[src/rtl/wb_ic_pkg.sv]
// Shared FSM state encodings and fault codes for the Wishbone interconnect.
package wb_ic_pkg;

  typedef logic [1:0] state_t;
  localparam state_t ST_IDLE   = 2'd0;
  localparam state_t ST_DECODE = 2'd1;
  localparam state_t ST_ACTIVE = 2'd2;
  localparam state_t ST_RESP   = 2'd3;

  typedef logic [1:0] fault_t;
  localparam fault_t FAULT_NONE    = 2'd0;
  localparam fault_t FAULT_MISS    = 2'd1;
  localparam fault_t FAULT_TIMEOUT = 2'd2;
  localparam fault_t FAULT_SLVERR  = 2'd3;

endpackage

[src/rtl/wb_addr_decode.sv]
// Combinational prefix-match address decoder; one-hot select, lowest matching index wins.
module wb_addr_decode #(
  parameter int NUM_SLAVES = 4,
  parameter int AW         = 32,
  parameter logic [NUM_SLAVES*AW-1:0] SLAVE_ADDR = '0,
  parameter logic [NUM_SLAVES*AW-1:0] SLAVE_MASK = '0
) (
  input  logic [AW-1:0]         adr,
  output logic [NUM_SLAVES-1:0] sel
);

  // Walk from the top so a lower-index match overwrites any higher one.
  always_comb begin
    sel = '0;
    for (int i = NUM_SLAVES - 1; i >= 0; i--) begin
      if ((adr & SLAVE_MASK[i*AW +: AW]) == (SLAVE_ADDR[i*AW +: AW] & SLAVE_MASK[i*AW +: AW]))
        sel = NUM_SLAVES'(1) << i;
    end
  end

endmodule

[src/rtl/wb_interconnect_n.sv]
// Single-master, N-slave Wishbone classic interconnect with registered decode,
// bus-timeout watchdog, decode-miss errors and a sticky fault register.
module wb_interconnect_n
  import wb_ic_pkg::*;
#(
  parameter int NUM_SLAVES      = 4,
  parameter int WB_DATA_WIDTH   = 32,
  parameter int WB_ADDR_WIDTH   = 32,
  parameter int WB_SELECT_WIDTH = WB_DATA_WIDTH / 8,
  parameter logic [NUM_SLAVES*WB_ADDR_WIDTH-1:0] SLAVE_ADDR =
    {32'h300, 32'h200, 32'h100, 32'h000},
  parameter logic [NUM_SLAVES*WB_ADDR_WIDTH-1:0] SLAVE_MASK = {4{32'hFFFF_FF00}},
  parameter int TIMEOUT = 255
) (
  input  logic                                  i_clk,
  input  logic                                  i_rst,
  input  logic [WB_ADDR_WIDTH-1:0]              wbm_adr_i,
  input  logic [WB_DATA_WIDTH-1:0]              wbm_dat_i,
  output logic [WB_DATA_WIDTH-1:0]              wbm_dat_o,
  input  logic                                  wbm_we_i,
  input  logic [WB_SELECT_WIDTH-1:0]            wbm_sel_i,
  input  logic                                  wbm_stb_i,
  input  logic                                  wbm_cyc_i,
  output logic                                  wbm_ack_o,
  output logic                                  wbm_err_o,
  output logic                                  wbm_rty_o,
  output logic [NUM_SLAVES*WB_ADDR_WIDTH-1:0]   wbs_adr_o,
  output logic [NUM_SLAVES*WB_DATA_WIDTH-1:0]   wbs_dat_o,
  input  logic [NUM_SLAVES*WB_DATA_WIDTH-1:0]   wbs_dat_i,
  output logic [NUM_SLAVES-1:0]                 wbs_we_o,
  output logic [NUM_SLAVES*WB_SELECT_WIDTH-1:0] wbs_sel_o,
  output logic [NUM_SLAVES-1:0]                 wbs_stb_o,
  output logic [NUM_SLAVES-1:0]                 wbs_cyc_o,
  input  logic [NUM_SLAVES-1:0]                 wbs_ack_i,
  input  logic [NUM_SLAVES-1:0]                 wbs_err_i,
  input  logic [NUM_SLAVES-1:0]                 wbs_rty_i,
  output logic [WB_ADDR_WIDTH-1:0]              o_fault_addr,
  output logic [1:0]                            o_fault_code,
  input  logic                                  i_fault_clr
);

  localparam int CW = $clog2(TIMEOUT + 1);

  state_t                       state;
  logic [WB_ADDR_WIDTH-1:0]     adr_q;
  logic [WB_DATA_WIDTH-1:0]     dat_q;
  logic                         we_q;
  logic [WB_SELECT_WIDTH-1:0]   sel_q;
  logic [NUM_SLAVES-1:0]        slv_sel;
  logic [NUM_SLAVES-1:0]        dec_sel;
  logic [CW-1:0]                cnt;
  logic [WB_DATA_WIDTH-1:0]     sel_dat;
  logic                         sel_ack;
  logic                         sel_err;
  logic                         sel_rty;

  wb_addr_decode #(
    .NUM_SLAVES (NUM_SLAVES),
    .AW         (WB_ADDR_WIDTH),
    .SLAVE_ADDR (SLAVE_ADDR),
    .SLAVE_MASK (SLAVE_MASK)
  ) u_decode (
    .adr (wbm_adr_i),
    .sel (dec_sel)
  );

  assign wbs_adr_o = {NUM_SLAVES{adr_q}};
  assign wbs_dat_o = {NUM_SLAVES{dat_q}};
  assign wbs_we_o  = {NUM_SLAVES{we_q}};
  assign wbs_sel_o = {NUM_SLAVES{sel_q}};

  // Strobe follows the state register so it drops on the edge the response is captured.
  assign wbs_stb_o = (state == ST_ACTIVE) ? slv_sel : '0;
  assign wbs_cyc_o = (state == ST_ACTIVE) ? slv_sel : '0;

  assign sel_ack = |(wbs_ack_i & slv_sel);
  assign sel_err = |(wbs_err_i & slv_sel);
  assign sel_rty = |(wbs_rty_i & slv_sel);

  always_comb begin
    sel_dat = '0;
    for (int i = 0; i < NUM_SLAVES; i++) begin
      if (slv_sel[i])
        sel_dat = sel_dat | wbs_dat_i[i*WB_DATA_WIDTH +: WB_DATA_WIDTH];
    end
  end

  always_ff @(posedge i_clk) begin
    if (i_rst) begin
      state        <= ST_IDLE;
      adr_q        <= '0;
      dat_q        <= '0;
      we_q         <= 1'b0;
      sel_q        <= '0;
      slv_sel      <= '0;
      cnt          <= '0;
      wbm_dat_o    <= '0;
      wbm_ack_o    <= 1'b0;
      wbm_err_o    <= 1'b0;
      wbm_rty_o    <= 1'b0;
      o_fault_addr <= '0;
      o_fault_code <= FAULT_NONE;
    end else begin
      wbm_ack_o <= 1'b0;
      wbm_err_o <= 1'b0;
      wbm_rty_o <= 1'b0;
      // Clear first; any fault recorded below in the same cycle overrides it.
      if (i_fault_clr)
        o_fault_code <= FAULT_NONE;

      case (state)
        ST_IDLE: begin
          cnt <= '0;
          if (wbm_cyc_i && wbm_stb_i) begin
            adr_q   <= wbm_adr_i;
            dat_q   <= wbm_dat_i;
            we_q    <= wbm_we_i;
            sel_q   <= wbm_sel_i;
            slv_sel <= dec_sel;
            state   <= ST_DECODE;
          end
        end

        ST_DECODE: begin
          if (!wbm_cyc_i) begin
            state <= ST_IDLE;
          end else if (|slv_sel) begin
            state <= ST_ACTIVE;
          end else begin
            wbm_err_o    <= 1'b1;
            o_fault_code <= FAULT_MISS;
            o_fault_addr <= adr_q;
            state        <= ST_RESP;
          end
        end

        ST_ACTIVE: begin
          if (!wbm_cyc_i) begin
            cnt   <= '0;
            state <= ST_IDLE;
          end else if (sel_ack) begin
            wbm_dat_o <= sel_dat;
            wbm_ack_o <= 1'b1;
            state     <= ST_RESP;
          end else if (sel_err) begin
            wbm_err_o    <= 1'b1;
            o_fault_code <= FAULT_SLVERR;
            state        <= ST_RESP;
          end else if (sel_rty) begin
            wbm_rty_o <= 1'b1;
            state     <= ST_RESP;
          end else if (cnt == CW'(TIMEOUT - 1)) begin
            wbm_err_o    <= 1'b1;
            o_fault_code <= FAULT_TIMEOUT;
            o_fault_addr <= adr_q;
            state        <= ST_RESP;
          end else begin
            cnt <= cnt + 1'b1;
          end
        end

        ST_RESP: begin
          cnt   <= '0;
          state <= ST_IDLE;
        end

        default: state <= ST_IDLE;
      endcase
    end
  end

endmodule

[config.mk]
export PLATFORM = sky130hd
export DESIGN_NAME = wb_interconnect_n
export DESIGN_NICKNAME = d
export VERILOG_FILES = /design/src/rtl/wb_ic_pkg.sv /design/src/rtl/wb_addr_decode.sv /design/src/rtl/wb_interconnect_n.sv
export SDC_FILE = /design/constraint.sdc
export NUM_CORES = 1
export LEC_CHECK = 0
export BUFFER_PORTS_ARGS = -buffer_cell sky130_fd_sc_hd__buf_2
export CORE_AREA = 2 2 220 222
export CTS_CLUSTER_SIZE = 20
export DETAILED_ROUTE_END_ITERATION = 8
export DIE_AREA = 0 0 222 224
export PLACE_DENSITY = 0.37
export SLEW_MARGIN = 40
export SYNTH_ARGS = -nofsm -noshare
export SYNTH_HDL_FRONTEND = slang
export SYNTH_SLANG_ARGS = --single-unit
export TNS_END_PERCENT = 20
[constraint.sdc]
create_clock -name i_clk -period 2.4 [get_ports i_clk]
set_input_delay 0.36 -clock i_clk [delete_from_list [all_inputs] [get_ports i_clk]]
set_output_delay 0.36 -clock i_clk [all_outputs]
set_load 0.005 [all_outputs]
-- Yosys cells after proc, flatten, opt, wreduce, memory -nomap -nowiden
Index checks and enable logic that the tools add are counted.
- word-level logic and storage cells: 110
- output and inout bits: 353
- bits in registers: 152
- add/sub/neg operators: 1
- reduce and logical (&&, ||, !) cells: 17
- bitwise logic cells: 8
- eq/ne operators: 20
- muxes and demuxes: 51
- operators with widths (operator ; number):
    32-bit two-way mux ; 11
    32-bit bitwise OR ; 3
    32-bit case mux with 2 select lines ; 1
    24-bit by 2-bit == test with 1-bit output (second input constant) ; 2
    8-bit two-way mux ; 5
    32-bit zero test ; 1
    2-bit two-way mux ; 15
    24-bit by 1-bit == test with 1-bit output (second input constant) ; 1
    4-bit two-way mux ; 5
    8-bit case mux with 2 select lines ; 1
    4-bit OR reduction ; 4
    2-bit inequality test (second input constant) ; 7
    4-bit bitwise AND ; 3
    3-bit inequality test (second input constant) ; 4
    11-bit OR reduction ; 1
    1-bit two-way mux ; 10
    8-bit by 1-bit adder with 8-bit output (second input constant) ; 1
    8-bit == test (second input constant) ; 1
    2-bit case mux with 4 select lines ; 1
    8-bit AND reduction ; 1
    6-bit by 5-bit inequality test with 1-bit output (second input constant) ; 1
    5-bit AND reduction ; 1
    2-bit == test (second input constant) ; 2
    2-bit case mux with 2 select lines ; 1
    11 further kinds ; 14

-- Depth between registers and ports, before layout
Gate-level depths: netlist of run 1.
- depth in word-level cells: 7
- depth in mapped cells: 8
- depth with buffers taken out: 7

-- Hierarchy
A second synthesis of run 1 with hierarchy kept.
- cell total of the unflattened synthesis: 995
- area, all modules: 8267.9 sq um
- modules (own cells, without submodules) (module ; sequential area each (sq um) ; area an instance (sq um) ; instances ; cells each):
    wb_interconnect_n ; 3042.9 ; 8167.8 ; 1 ; 979
    wb_addr_decode ; 0.0 ; 100.1 ; 1 ; 16

-- Least setup slack after synthesis of run 1
No wires, ideal clock.
- path kind: register to register
- start point: register cnt[0]
- end point: register cnt[1]
- path buffers: 1
- cell stages (with the launch flop): 9
- period minus slack after synthesis: 2.096 ns
- arrival time: 1.973 ns
- setup slack: 0.304 ns
- setup time: 0.123 ns
- cells stage by stage: dfxtp_1 inv_1 ha_1 and4_1 and2_1 or4_4 buf_6 a21oi_2 mux2_1
- cells in the longest elaborated chain, start to end: 7
- elaborated cells between the ends (all ways): 10
- RTL lines (what ; line ; RTL):
    start, declared ; wb_interconnect_n.sv:51 ; logic [CW-1:0] cnt;
    start signal, assigned ; wb_interconnect_n.sv:158 ; cnt <= cnt + 1'b1;
    8-bit by 1-bit adder with 8-bit output ; wb_interconnect_n.sv:158 ;
    8-bit two-way mux ; wb_interconnect_n.sv:152 ; end else if (cnt == CW'(TIMEOUT - 1)) begin
    8-bit two-way mux ; wb_interconnect_n.sv:149 ; end else if (sel_rty) begin
    8-bit two-way mux ; wb_interconnect_n.sv:145 ; end else if (sel_err) begin
    8-bit two-way mux ; wb_interconnect_n.sv:141 ; end else if (sel_ack) begin
    8-bit two-way mux ; wb_interconnect_n.sv:138 ; if (!wbm_cyc_i) begin
    8-bit case mux with 2 select lines ; wb_interconnect_n.sv:111 ; case (state)
Several ways; a longest one is shown, not always the timed one. The select of a mux whose other input is x is not followed.
A chain may end at the register's enable or synchronous reset.

-- Worst setup path after layout of run 1
Ends and elaborated chain as after synthesis.

==> flow_summary.json, run 1 <==
{
  "cp_max_fo": 7,
  "path_buf_inv": 1,
  "detail_route.vias_per_cell": 4.15,
  "drcViolationCount": 0,
  "cts_max_level": 4,
  "cpPeakStageDelay_ps": 490,
  "syn_to_final_growth_pct": 32.8,
  "slowest_stage": "or4_4",
  "cp-end-kind": "flip-flop",
  "peakVddDrop_mv": 0.397,
  "reg2reg_from": "cnt[0]$_SDFFE_PP0P_",
  "synth_area_um2": 8060,
  "clkLatencyLatePin_ps": 480,
  "grt_start_max_net_pins": 65,
  "synthArstFlopShare": 0,
  "cts.sinks": 152,
  "layout-drive-gt1-share": 0.474,
  "fin_total_pwr_mw": 6.68,
  "grt_pass1_wl_mm": 49.0,
  "clock-root-buffer": "clkbuf_16",
  "yosysSeqAreaShare": 0.378,
  "synthTopCellsByArea": "dfxtp_1 38%, buf_4 20%, a21oi_1 7.0%",
  "cap_violations": 0,
  "grt_pass1_vias": 7655,
  "synth_warnings": 0,
  "wl_per_cell_um": 17.2,
  "grt_overflow": 0,
  "initial_utilization": 0.170,
  "synth_commonest_cells": "214 x buf_4, 152 x dfxtp_1, 150 x nand2_1",
  "skew_ps": 11.8,
  "startpoint": "cnt[0]$_SDFFE_PP0P_",
  "synth.top_cell.area_share": 0.378,
  "grt_usage": 0.133,
  "critPathArrivalTime_ps": 2540,
  "numPortBuffers": 566,
  "antenna_left": 0,
  "hold_class": "input port to flip-flop",
  "path_clk_slew_ps": 70,
  "reg2reg_slack_ps": 230,
  "cts_tree": "done",
  "worst_pin_slew_ps": 587,
  "io_pins": 567,
  "drt_pass1_iterations": 7,
  "dp_hpwl_mm": 25.4,
  "fin_crit_ps": 2170,
  "drt_iter0_drc": 366,
  "status": "complete, no violations",
  "fmax_mhz": 460,
  "holdWs_ps": 120,
  "vias": 8176,
  "final_nets": 1559,
  "fillers": 5326,
  "synth.distinct_cells": 45,
  "cp_data_required_time_ps": 2770,
  "fp-row-count": 80,
  "dieArea_um2": 49700,
  "setup_tns_ps": 0,
  "die_w_um": 222,
  "cp-start-kind": "flip-flop",
  "grt_setup_unrepaired": "no",
  "core_region_area_um2": 47300,
  "drt-total-wl_mm": 33.8,
  "p_per_area_nw_per_um2": 625,
  "antenna_found_initial": 11,
  "synth_area_leader_cell": "dfxtp_1",
  "syn_nets": 1230,
  "reg2reg_to": "cnt[1]$_SDFFE_PP0P_",
  "gp_congestion": 0.780,
  "drv_slew": 0,
  "worstPathCellList": "inv_1 -> ha_1 -> and4_1 -> and2_1 -> or4_4 -> a21oi_2 -> mux2_1",
  "crit_type": "flip-flop to flip-flop",
  "synth_seq_cells": 152,
  "synth_cells": 1011,
  "synth.avg_cell_area_um2": 7.97,
  "crit_end": "cnt[1]$_SDFFE_PP0P_",
  "synth_edf_count": 0,
  "p_leak_nw": 5.04,
  "clockBufferDepth": 2,
  "cts_buffers": 17,
  "maxSlewHeadroom": 0.605,
  "hold_viol": 0,
  "die_h_um": 224,
  "r2r_cells": 7,
  "ff_latch_area_um2": 3050,
  "crit_family": "simple AND/OR/NAND/NOR gates",
  "setup_viol": 0,
  "synthFlopType": "dfxtp_1",
  "period_share": 0.906,
  "path_depth": 7,
  "num_antenna_cells": 0,
  "yosysMostFrequentCell": "buf_4",
  "multiInputGateArea_um2": 3150
}
per-stage QoR:
stage | cells | util | worst slack [ps] | cell area [um^2]
CTS | 1968 | 0.226 | 163 | 10700
finish | 1968 | 0.226 | 227 | 10700
global placement | 1936 | 0.213 | 246 | 10100
floorplan | 1011 | - | 304 | 8060
detailed placement | 1936 | 0.213 | 210 | 10100
global route | 1968 | 0.226 | 96.4 | 10700
cell usage in the layout (no fill, tap or decap), types with 2 or more instances in the layout:
cell,count
a211oi_1,3
a21o_1,2
a21oi_1,111
a21oi_4,2
a22oi_1,67
a22oi_2,4
a311oi_1,34
a31oi_1,4
and2_1,10
buf_12,5
buf_2,565
buf_4,25
bufinv_16,3
clkbuf_1,2
clkbuf_16,17
clkinv_2,4
clkinvlp_4,3
dfxtp_1,148
dfxtp_2,4
ha_1,5
inv_1,5
nand2_1,150
nand2b_1,2
nand3_1,40
nand4_1,4
nor2_1,46
nor2b_1,5
nor3_1,7
nor3b_1,2
nor4_1,9
o21ai_0,35
o22ai_1,2
o31ai_1,2
or4_1,3
layer usage:
layer | GRT usage | vias to the layer above | wire length, um
met5 | 0 | - | 87
met4 | 0.0488 | 16 | 613
met3 | 0.0446 | 45 | 2240
met2 | 0.226 | 357 | 16800
met1 | 0.154 | 3782 | 14100
li1 | - | 3976 | -
worst register-to-register path, delay by kind of cell, from the launching register on:
family          cells  cell delay [ps]
mux                 1              320
flops               1              420
simple gates        3              890
fa+ha+maj           1              190
compound gates      1              160
buf+inv             1               80
power breakdown:
| part | leakage, nW | internal, mW | switching (mW) | total [mW] |
|---|---|---|---|---|
| sequential | 1.23 | 2.61 | 0.125 | 2.74 |
| combinational | 3.52 | 0.474 | 0.591 | 1.07 |
| clock | 0.286 | 1.66 | 1.22 | 2.88 |
state kept, by name, indices dropped and copies added, names as in the netlist:
signal and count:
slv_sel 4, state 2, o_fault_code 2, wbm_err_o 1, wbm_ack_o 1, cnt 8
adr_q 32, o_fault_addr 32, wbm_dat_o 32, dat_q 32, we_q 1, sel_q 4
wbm_rty_o 1
final cells by class:
type / instances / share of cell area
flip-flops and latches: 152 / 0.285
inverters: 5 / 0.00175
repair buffers: 595 / 0.291
clock inverters: 12 / 0.0140
well taps: 615 / 0.0719
multi-input cells: 569 / 0.294
clock buffers: 20 / 0.0417
how the worst min path moves through the flow:
stage | to | depth (start not counted) | start
2_1_floorplan | state[0]$_SDFFE_PP0P_ | 1 | state[0]$_SDFFE_PP0P_
3_3_place_gp | o_fault_addr[21]$_SDFFE_PP0P_ | 2 | o_fault_addr[21]$_SDFFE_PP0P_
3_5_place_dp | o_fault_addr[22]$_SDFFE_PP0P_ | 2 | o_fault_addr[22]$_SDFFE_PP0P_
4_1_cts | dat_q[29]$_SDFFE_PP0P_ | 3 | wbm_dat_i[29]
5_1_grt | dat_q[29]$_SDFFE_PP0P_ | 3 | wbm_dat_i[29]
6_report | dat_q[30]$_SDFFE_PP0P_ | 3 | wbm_dat_i[30]
logic make-up after synthesis:
family,share of synthesized area
buffers and inverters,0.238
multiplexers,0.00140
flip-flops,0.378
AO/OA/AOI/OAI,0.220
adder cells (fa/ha/maj),0.00777
AND/OR/NAND/NOR,0.155
repair_timing:
item | in CTS | in global routing
endpoints found under the setup margin | 0 | 1
hold buffers | 0 | 0
resized for setup | 0 | 1
setup buffers | 0 | 0
Note: power is estimated with default switching activity, not from simulation.
==> run 2: changes to the inputs <==
CELL_PAD_IN_SITES_DETAIL_PLACEMENT = 1   (was unset)
CELL_PAD_IN_SITES_GLOBAL_PLACEMENT = 1   (was unset)
CORE_AREA = 2 2 218 220   (was 2 2 220 222)
DIE_AREA = 0 0 220 222   (was 0 0 222 224)
PLACE_DENSITY = 0.52   (was 0.37)
==> run 2 against run 1 <==
  * Via count increased by 1.1%
  * Critical path depth unchanged
  * Largest cell class unchanged
  * Critical path type unchanged
  * Largest power group unchanged
  * Clock skew is 4.5 ps lower
==> flow_summary.json, run 2 (same netlist as run 1, synthesis figures left out) <==
{
  "status": "complete, no violations",
  "grt_pass1_vias": 8049,
  "grt_usage": 0.139,
  "die_h_um": 222,
  "io_pins": 567,
  "grt_pass1_wl_mm": 50.5,
  "drv_slew": 0,
  "antenna_left": 0,
  "placed_cell_area_um2": 10100,
  "cts_max_level": 4,
  "setup_tns_ps": 0,
  "vias": 8270,
  "drt_iter0_drc": 333,
  "cp-start-kind": "flip-flop",
  "gp_congestion": 0.797,
  "crit_type": "flip-flop to flip-flop",
  "worst_pin_slew_ps": 635,
  "final_nets": 1559,
  "cpPeakStageDelay_ps": 500,
  "maxSlewHeadroom": 0.572,
  "cts_tree": "done",
  "final_cell_mix": "565 x buf_2, 150 x nand2_1, 148 x dfxtp_1, 111 x a21oi_1, 67 x a22oi_1",
  "drt-total-wl_mm": 35.4,
  "peakVddDrop_mv": 0.376,
  "worstPathCellList": "inv_1 -> ha_1 -> and4_1 -> and2_1 -> or4_4 -> a21oi_2 -> mux2_1",
  "cts_buffers": 17,
  "clkLatencyLatePin_ps": 470,
  "initial_utilization": 0.174,
  "design_area_um2": 10700,
  "setup_viol": 0,
  "slowest_stage": "or4_4",
  "grt_setup_unrepaired": "no",
  "final_common_cell": "buf_2",
  "fin_crit_ps": 2220,
  "cts.sinks": 152,
  "period_share": 0.925,
  "die_w_um": 220,
  "cts_hold_buf": 0,
  "core_region_area_um2": 46300,
  "ff_latch_area_um2": 3050,
  "fmax_mhz": 450,
  "cp_max_fo": 7,
  "cts_setup_buffers": 0,
  "clock-root-buffer": "clkbuf_16",
  "p_leak_nw": 5.05,
  "cp-end-kind": "flip-flop",
  "grt_overflow": 0,
  "cap_violations": 0,
  "wl_per_cell_um": 18.1,
  "drt_pass1_iterations": 4,
  "path_clk_slew_ps": 70,
  "detail_route.vias_per_cell": 4.22,
  "hold_viol": 0,
  "fillers": 5700,
  "fin_total_pwr_mw": 6.75,
  "numPortBuffers": 566,
  "skew_ps": 7.25,
  "layout-drive-gt1-share": 0.473,
  "dp_hpwl_mm": 26.8,
  "hold_class": "input port to flip-flop",
  "fp-row-count": 79,
  "multiInputGateArea_um2": 3150,
  "cts_resized": 0,
  "clockBufferDepth": 2,
  "p_per_area_nw_per_um2": 629,
  "syn_to_final_growth_pct": 33.1,
  "dieArea_um2": 48800,
  "critPathArrivalTime_ps": 2580,
  "antenna_found_initial": 7,
  "cp_data_required_time_ps": 2760,
  "drcViolationCount": 0,
  "grt_start_max_net_pins": 63
}
-- run 2: report_power, final --
part	total (mW)	switching (mW)	internal (mW)	leakage (nW)
registers	2.74	0.122	2.61	1.23
clock network	2.94	1.18	1.76	0.292
logic	1.07	0.593	0.477	3.53
total	6.75	1.90	4.85	5.05
-- run 2: cell type report --
type / instances / area share
tap: 607 / 0.0708
inverter: 5 / 0.00175
clock inverter: 10 / 0.0159
timing repair buffer: 595 / 0.292
multi-input combinational: 569 / 0.294
clock buffer: 19 / 0.0413
antenna: 2 / 0.000467
sequential: 152 / 0.284
-- run 2: final timing paths --
check                                   to                     startpoint  slack (ps)  cells after the start
max                    cnt[1]$_SDFFE_PP0P_            cnt[0]$_SDFFE_PP0P_         180                      7
min                  adr_q[6]$_SDFFE_PP0P_                   wbm_adr_i[6]         120                      3
max reg2reg            cnt[1]$_SDFFE_PP0P_            cnt[0]$_SDFFE_PP0P_         180                      7
min reg2reg  o_fault_addr[22]$_SDFFE_PP0P_  o_fault_addr[22]$_SDFFE_PP0P_         480                      2
-- run 2: worst max-delay path, delay by kind of cell (launching register included) --
kind	cells	cell delay (ps)
and+or+nand+nor	3	930
DFF	1	410
muxes	1	320
adders and majority gates	1	190
AOI/OAI and AO/OA	1	170
buffers and inverters	1	80
-- run 2: through the flow --
stage | util | setup WS [ps] | cells | hold WS, ps
after CTS | 0.232 | 90.6 | 1957 | 58.2
after detailed placement | 0.218 | 165 | 1928 | 470
after floorplan | - | 304 | 1011 | 469
after global placement | 0.218 | 179 | 1928 | 458
after global routing | 0.232 | 39.7 | 1959 | 83.6
final | 0.232 | 179 | 1959 | 121
-- run 2: per-layer routing --
layer / up-vias / track usage / wire [um]
met5: - / 0 / 44
li1: 3966 / - / -
met1: 3927 / 0.153 / 14300
met3: 42 / 0.0479 / 2670
met4: 8 / 0.0504 / 717
met2: 327 / 0.246 / 17700
